File: config.mk
export PLATFORM = sky130hd
export DESIGN_NAME = muldiv_unit_flat
export DESIGN_NICKNAME = d
export VERILOG_FILES = /design/src/rtl/muldiv_if.sv /design/src/rtl/muldiv_unit.sv /design/src/flat_wrapper.sv
export SDC_FILE = /design/constraint.sdc
export NUM_CORES = 1
export LEC_CHECK = 0
export ABC_AREA = 1
export CAP_MARGIN = 5
export CORE_MARGIN = 2
export CORE_UTILIZATION = 40
export DETAILED_ROUTE_END_ITERATION = 7
export GPL_TIMING_DRIVEN = 0
export PLACE_DENSITY = 0.64
export SLEW_MARGIN = 20
export SYNTH_ARGS = -nofsm -noshare
export SYNTH_HDL_FRONTEND = slang
export SYNTH_SLANG_ARGS = --single-unit
export TNS_END_PERCENT = 5
File: constraint.sdc
create_clock -name clk -period 2.2 [get_ports clk]
set_clock_uncertainty 0.05 [all_clocks]
set_input_delay 0.33 -clock clk [delete_from_list [all_inputs] [get_ports clk]]
set_output_delay 0.33 -clock clk [all_outputs]
set_load 0.02 [all_outputs]
File: src/rtl/muldiv_if.sv
// Operand/request and write-back bundle between the register file and the mul/div unit.
interface muldiv_if #(
  parameter int WIDTH      = 16,
  parameter int ADDR_WIDTH = 3
);
  logic                  start;
  logic [1:0]            op;
  logic [WIDTH-1:0]      a;
  logic [WIDTH-1:0]      b;
  logic [ADDR_WIDTH-1:0] dest;
  logic                  busy;
  logic                  done;
  logic [WIDTH-1:0]      result;
  logic [ADDR_WIDTH-1:0] wr_num;
  logic                  wr_en;
  logic                  div_zero;

  modport master (
    output start, op, a, b, dest,
    input  busy, done, result, wr_num, wr_en, div_zero
  );

  modport slave (
    input  start, op, a, b, dest,
    output busy, done, result, wr_num, wr_en, div_zero
  );
endinterface

File: src/rtl/muldiv_unit.sv
// Iterative unsigned multiply/divide unit: shift-add multiply, restoring divide,
// one bit per clock, single-cycle write-back pulse on completion.
module muldiv_unit #(
  parameter int WIDTH      = 16,
  parameter int SIZE       = 8,
  parameter int ADDR_WIDTH = $clog2(SIZE)
) (
  input logic     clk,
  input logic     reset,
  muldiv_if.slave bus
);
  localparam int CNT_W = $clog2(WIDTH);

  typedef enum logic [1:0] {IDLE, RUN, DONE} state_t;

  state_t                state;
  logic [CNT_W-1:0]      cnt;
  logic [1:0]            op_r;
  logic [WIDTH-1:0]      opnd;
  logic [WIDTH-1:0]      acc_hi;
  logic [WIDTH-1:0]      acc_lo;
  logic [2*WIDTH-1:0]    step;
  logic                  busy_r;
  logic                  done_r;
  logic                  dz_r;
  logic [WIDTH-1:0]      result_r;
  logic [ADDR_WIDTH-1:0] wr_num_r;

  // acc_hi holds the partial product high half; acc_lo the multiplier, shifted out LSB first.
  function automatic logic [2*WIDTH-1:0] mul_step(input logic [WIDTH-1:0] hi,
                                                  input logic [WIDTH-1:0] lo,
                                                  input logic [WIDTH-1:0] m);
    logic [WIDTH:0] sum;
    sum = {1'b0, hi} + (lo[0] ? {1'b0, m} : '0);
    return {sum, lo[WIDTH-1:1]};
  endfunction

  // acc_hi holds the partial remainder; acc_lo shifts the dividend out and quotient bits in.
  function automatic logic [2*WIDTH-1:0] div_step(input logic [WIDTH-1:0] hi,
                                                  input logic [WIDTH-1:0] lo,
                                                  input logic [WIDTH-1:0] d);
    logic [WIDTH:0] sh;
    logic           ge;
    sh = {hi, lo[WIDTH-1]};
    ge = (sh >= {1'b0, d});
    if (ge) sh = sh - {1'b0, d};
    return {sh[WIDTH-1:0], lo[WIDTH-2:0], ge};
  endfunction

  always_comb begin
    step = op_r[1] ? div_step(acc_hi, acc_lo, opnd) : mul_step(acc_hi, acc_lo, opnd);
  end

  always_ff @(posedge clk or posedge reset) begin
    if (reset) begin
      state    <= IDLE;
      cnt      <= '0;
      op_r     <= '0;
      opnd     <= '0;
      acc_hi   <= '0;
      acc_lo   <= '0;
      busy_r   <= 1'b0;
      done_r   <= 1'b0;
      dz_r     <= 1'b0;
      result_r <= '0;
      wr_num_r <= '0;
    end else begin
      case (state)
        RUN: begin
          acc_hi <= step[2*WIDTH-1:WIDTH];
          acc_lo <= step[WIDTH-1:0];
          cnt    <= cnt - 1'b1;
          if (cnt == '0) begin
            state    <= DONE;
            busy_r   <= 1'b0;
            done_r   <= 1'b1;
            // op[0] picks the high half / remainder, which both live in acc_hi.
            result_r <= op_r[0] ? step[2*WIDTH-1:WIDTH] : step[WIDTH-1:0];
          end
        end
        default: begin
          done_r <= 1'b0;
          state  <= IDLE;
          if (bus.start) begin
            op_r     <= bus.op;
            opnd     <= bus.op[1] ? bus.b : bus.a;
            acc_hi   <= '0;
            acc_lo   <= bus.op[1] ? bus.a : bus.b;
            wr_num_r <= bus.dest;
            cnt      <= CNT_W'(WIDTH - 1);
            if (bus.op[1] && (bus.b == '0)) begin
              state    <= DONE;
              done_r   <= 1'b1;
              dz_r     <= 1'b1;
              result_r <= bus.op[0] ? bus.a : '1;
            end else begin
              state  <= RUN;
              busy_r <= 1'b1;
              dz_r   <= 1'b0;
            end
          end
        end
      endcase
    end
  end

  assign bus.busy     = busy_r;
  assign bus.done     = done_r;
  assign bus.wr_en    = done_r;
  assign bus.result   = result_r;
  assign bus.wr_num   = wr_num_r;
  assign bus.div_zero = dz_r;
endmodule

File: src/flat_wrapper.sv
// flat-port wrapper written by rule: the top's interface ports become plain ports
module muldiv_unit_flat 
#(
  parameter int WIDTH      = 16,
  parameter int SIZE       = 8,
  parameter int ADDR_WIDTH = $clog2(SIZE)
)
  (clk, reset, bus_start, bus_op, bus_a, bus_b, bus_dest, bus_busy, bus_done, bus_result, bus_wr_num, bus_wr_en, bus_div_zero);
  muldiv_if #(.WIDTH(WIDTH), .ADDR_WIDTH(ADDR_WIDTH)) bus_i ();
  input logic clk;
  input logic reset;
  input wire logic [$bits(bus_i.start)-1:0] bus_start;
  input wire logic [$bits(bus_i.op)-1:0] bus_op;
  input wire logic [$bits(bus_i.a)-1:0] bus_a;
  input wire logic [$bits(bus_i.b)-1:0] bus_b;
  input wire logic [$bits(bus_i.dest)-1:0] bus_dest;
  output wire logic [$bits(bus_i.busy)-1:0] bus_busy;
  output wire logic [$bits(bus_i.done)-1:0] bus_done;
  output wire logic [$bits(bus_i.result)-1:0] bus_result;
  output wire logic [$bits(bus_i.wr_num)-1:0] bus_wr_num;
  output wire logic [$bits(bus_i.wr_en)-1:0] bus_wr_en;
  output wire logic [$bits(bus_i.div_zero)-1:0] bus_div_zero;
  assign bus_i.start = bus_start;
  assign bus_i.op = bus_op;
  assign bus_i.a = bus_a;
  assign bus_i.b = bus_b;
  assign bus_i.dest = bus_dest;
  assign bus_busy = bus_i.busy;
  assign bus_done = bus_i.done;
  assign bus_result = bus_i.result;
  assign bus_wr_num = bus_i.wr_num;
  assign bus_wr_en = bus_i.wr_en;
  assign bus_div_zero = bus_i.div_zero;
  muldiv_unit #(.WIDTH(WIDTH), .SIZE(SIZE), .ADDR_WIDTH(ADDR_WIDTH)) u_core (.clk(clk), .reset(reset), .bus(bus_i));
endmodule
# [Word-level counts from Yosys, hierarchy flattened]
# Cells that the tools add are included.
[op_classes] bitwise=1 addsub=3 eq_ne=3 n_lt_le_gt_ge=1 n_mux=29 n_reduce_logical=8
[op_table] op="$mux W16" count=14
[op_table] op="$mux W32" count=1
[op_table] op="$add A16 B16 Y17" count=1
[op_table] op="$ge A17 B16 Y1" count=1
[op_table] op="$logic_not A16 Y1" count=1
[op_table] op="$sub A16 B16 Y16" count=1
[op_table] op="$mux W1" count=8
[op_table] op="$mux W2" count=4
[op_table] op="$mux W4" count=2
[op_table] op="$reduce_and A3 Y1" count=2
[op_table] op="$logic_not A4 Y1" count=1
[op_table] op="$reduce_bool A2 Y1" count=2
[op_table] op="$sub A4 B1 Y4 const B" count=1
[op_table] op="$eq A2 B1 Y1 const B" count=1
[op_table] op="$ne A2 B1 Y1 const B" count=1
[op_table] op="$ne A2 B2 Y1 const B" count=1
[op_table] op="$reduce_and A2 Y1" count=1
[op_table] op="$logic_and A1 B1 Y1" count=1
[op_table] op="$not A1 Y1" count=1
[totals] wordCells=56 out_inout_bits=23 reg_bits=78 input_bits=40

# [Depth between registers and ports, before layout]
[logic_depth] ltp_word=6 ltp_mapped=19 depth_no_buf=18

# [Worst setup path before layout]
# OpenSTA, ideal clock, no wires.
[synth_timing] path_type="reg2reg" from="register u_core.acc_lo[0]" to="register u_core.result_r[7] (netlist: u_core.bus.result[7])" setup_ns=0.120 slack_ns=-0.052 path_stages_with_launch=15 t_arrival_ns=2.082 t_required_ns=2.030 period_less_slack_ns=2.252 path_buffers=2 path_cell_list="dfrtp_1 clkbuf_1 clkbuf_1 nand2_1 inv_1 ha_1 a21oi_1 nor2_1 nor2_1 nand2_1 or2_2 nand3_1 nand3_1 nand2_1 a21oi_2"
[synth_between] elab_chain_len=6
[synth_lines] element="from (decl)" line_no="muldiv_unit.sv:21" text="logic [WIDTH-1:0] acc_lo;"
[synth_lines] element="from (signal assigned)" line_no="muldiv_unit.sv:71" text="acc_lo <= step[WIDTH-1:0];"
[synth_lines] element="from (signal assigned)" line_no="muldiv_unit.sv:88" text="acc_lo <= bus.op[1] ? bus.a : bus.b;"
[synth_lines] element="$mux W16" line_no="muldiv_unit.sv:34" text="sum = {1'b0, hi} + (lo[0] ? {1'b0, m} : '0);"
[synth_lines] element="$add A16 B16 Y17" line_no="muldiv_unit.sv:34"
[synth_lines] element="$mux W32" line_no="muldiv_unit.sv:51" text="step = op_r[1] ? div_step(acc_hi, acc_lo, opnd) : mul_step(acc_hi, acc_lo, opnd);"
[synth_lines] element="$mux W16" line_no="muldiv_unit.sv:78" text="result_r <= op_r[0] ? step[2*WIDTH-1:WIDTH] : step[WIDTH-1:0];"
[synth_lines] element="$mux W16" line_no="muldiv_unit.sv:73" text="if (cnt == '0) begin"
[synth_lines] element="$mux W16" line_no="muldiv_unit.sv:68" text="case (state)"
[synth_lines] element="to (signal assigned)" line_no="muldiv_unit.sv:78"
[synth_lines] element="to (signal assigned)" line_no="muldiv_unit.sv:95" text="result_r <= bus.op[0] ? bus.a : '1;"
[synth_lines] element="to (decl)" line_no="muldiv_unit.sv:26" text="logic [WIDTH-1:0] result_r;"
# No other way between the ends. The select of a mux whose other input is x is not followed.
# A chain may end at the register's enable or synchronous reset.

# [Worst setup path in the final report]
[layout_timing] from="register u_core.acc_lo[0]" to="register u_core.result_r[3] (netlist: u_core.bus.result[3])"
# The elaborated chain is that of the path after synthesis.

==> flow_summary.ini <==
[yosys]
synth.top_cells.by_count = 337 x nand2_1, 148 x inv_1, 91 x nand3_1
syn_area_um2 = 6500
synth-seq-cells = 77
yosysMostFrequentCell = nand2_1
avgSynthCellArea_um2 = 6.42
synth_xor_area_share_pct = 0.943
synth_flop_cell = dfrtp_1
ys_top_cells_by_area = dfrtp_1 30%, nand2_1 19%, inv_1 8.5%
synth_area_leader_cell = dfrtp_1
syn_inst = 1013
yosysSeqAreaShare_pct = 29.6
synth_top_area_share_pct = 29.6
synth_edf_count = 0
yosysWarnings = 0
synth-async-reset-ratio_pct = 100
ys_types = 38
synth-simple-area-share_pct = 35.4
synth_fa_ha_area_share_pct = 7.16
yosys-mux-area-fraction_pct = 0
synth_top_family_by_area = simple AND/OR/NAND/NOR gates
synth_compound_area_share_pct = 15.2
synth_nets = 1089

[run_status]
status = finished, violations left
violations = setup timing

[die]
die_y_um = 131
ioPinCount = 63
die_w_um = 131
fp-row-count = 46
core_um2 = 15900
initial_core_util_pct = 40.9
die-area_um2 = 17300

[timing]
hold_violations = 0
fmax_mhz = 437
min_period_ns = 2.29
setup_ws_ns = -0.0879
tightest_slew_ns = 0.748
rsz0062_at_grt = yes
maxSlewHeadroom_pct = 50.1
period_share_pct = 104
drv_slew = 0
setup-violations-final = 18

[grt]
grtUsageMet2_pct = 42.8
grt_max_degree = 25
grt_overflow = 0
grt_usage_pct = 26.2
met3_usage_pct = 3.09
grt_pass1_vias = 6633
grt_pass1_wl_um = 35700
use_met1_pct = 36.1
busiest_layer = met2
antenna_found_initial = 0

[clock_tree]
clock_latency_ns = 0.35
clock-sinks = 77
cts_tree = done
cts_buffer_depth = 2
cts_root_buf = clkbuf_16
holdBufCountCts = 0
path_clk_slew_ns = 0.06
numCtsBuffers = 9
h-tree-depth = 3

[place]
dp.final_hpwl_um = 17500
gp_congestion = 0.907
io_buffers = 62

[run]
cap_violations = 0

[final_layout]
final_nets = 1181
antenna_cells = 0
utilization_pct = 54.3
drive_above_1_share_pct = 20.2
area_growth_pct = 32.6

[worst_setup_path]
cp-end-kind = flip-flop
cp_max_fo = 5
worstSetupPathType = flip-flop to flip-flop
startpoint_type = flip-flop
cp.arrival_ns = 2.47
worstPathRequired_ns = 2.38

[worst_hold_path]
hold_path_class = primary input to asynchronous set/reset pin

[detailed_routing]
route.detailed.drc = 0
routed_wl_um = 22800
post_drt_wl_per_cell_um = 17.2
dr.pass1.iters = 5
via_per_inst = 5.30
num_vias = 7027
ant_nets = 0
drt_iter0_markers = 646

[power_and_ir_drop]
p_per_area_nw_per_um2 = 1790
peakVddDrop_uv = 551
leakagePower_nw = 4.25
p_total_mw = 15.5
-- critical path: stages, from the launching register on --
cell and delay [ns]:
dfrtp_2 0.45, buf_6 0.14, nand2_1 0.05, inv_1 0.06
ha_4 0.25, a21oi_4 0.15, nand2_4 0.10, buf_4 0.15
or2_2 0.27, nand3_2 0.07, nand4_1 0.18, nand2_1 0.17
a21oi_1 0.08
-- kinds of logic (layout without fill, tap and decap cells) --
| logic type | count (synthesis) | in the layout |
|---|---|---|
| buf+inv | 193 | 290 |
| fa+ha+maj | 36 | 36 |
| flops | 77 | 77 |
| xor+xnor | 7 | 7 |
| compound gates | 168 | 168 |
| simple gates | 532 | 532 |
-- metal layers --
layer	part of all wire, %	wire length [µm]
met1	46	10400
met2	46	10500
met3	5.0	1130
met4	3.3	743
met5	0	0
-- cell usage in the layout (no fill, tap or decap), types with 31 or more instances in the layout --
cell,count
nor2_1,50
dfrtp_1,68
o21ai_0,63
clkdlybuf4s50_1,62
nand3_1,65
nand3_2,35
a21oi_1,31
nand2_2,31
inv_1,132
nand2_1,303
-- final cells by class --
cell class | instances | area [µm²]
fill | 1564 | 7260
multi-input combinational | 743 | 4500
sequential | 77 | 1940
timing repair buffer | 82 | 820
inverter | 152 | 574
tap | 216 | 270
clock buffer | 11 | 243
buffer | 40 | 214
clock inverter | 5 | 58.8
-- sequential cells by signal, summed over array words and instances (netlist names) --
signal	count
u_core.acc_hi	16
u_core.acc_lo	16
u_core.bus.busy	1
u_core.bus.div_zero	1
u_core.bus.result	16
u_core.bus.wr_num	3
u_core.cnt	4
u_core.op_r	2
u_core.opnd	16
u_core.state	2
-- power by group --
part	switching, mW	internal [mW]
registers	0.604	2.10
clock network	0.655	0.913
logic	6.84	4.35
total	8.10	7.37
-- path summary, 6_finish.rpt --
kind	start	end	slack, ns	depth (start not counted)
worst min register to register	u_core.bus.wr_num[1]	u_core.bus.wr_num[1]	0.43	2
worst max register to register	u_core.acc_lo[0]	u_core.bus.result[3]	-0.09	12
max in group asynchronous	reset	u_core.acc_hi[2]	1.23	4
min in group clk	u_core.bus.wr_num[1]	u_core.bus.wr_num[1]	0.43	2
worst min-delay path	reset	u_core.bus.result[12]	0.23	2
worst max-delay path	u_core.acc_lo[0]	u_core.bus.result[3]	-0.09	12
-- timing repair --
action                                  4_1_cts  5_1_grt
resized for setup                           116       59
endpoints found under the setup margin       32       32
endpoints found under the hold margin         0        0
pin swaps                                    38       33
buffers inserted                             13        4
-- metrics by stage --
stage,std cells,cell area [µm²],hold WS (ns),TNS (ns),setup slack [ns]
floorplan,1013,6500,0.397,-0.148,-0.0517
global placement,1291,7390,0.411,-16.76,-0.653
detailed placement,1294,7460,0.416,-14.77,-0.684
CTS,1322,8360,0.234,-0.511,-0.0527
global route,1326,8620,0.260,-3.98,-0.183
finish,1326,8620,0.227,-0.752,-0.0879
(Power assumes the default switching activity.)
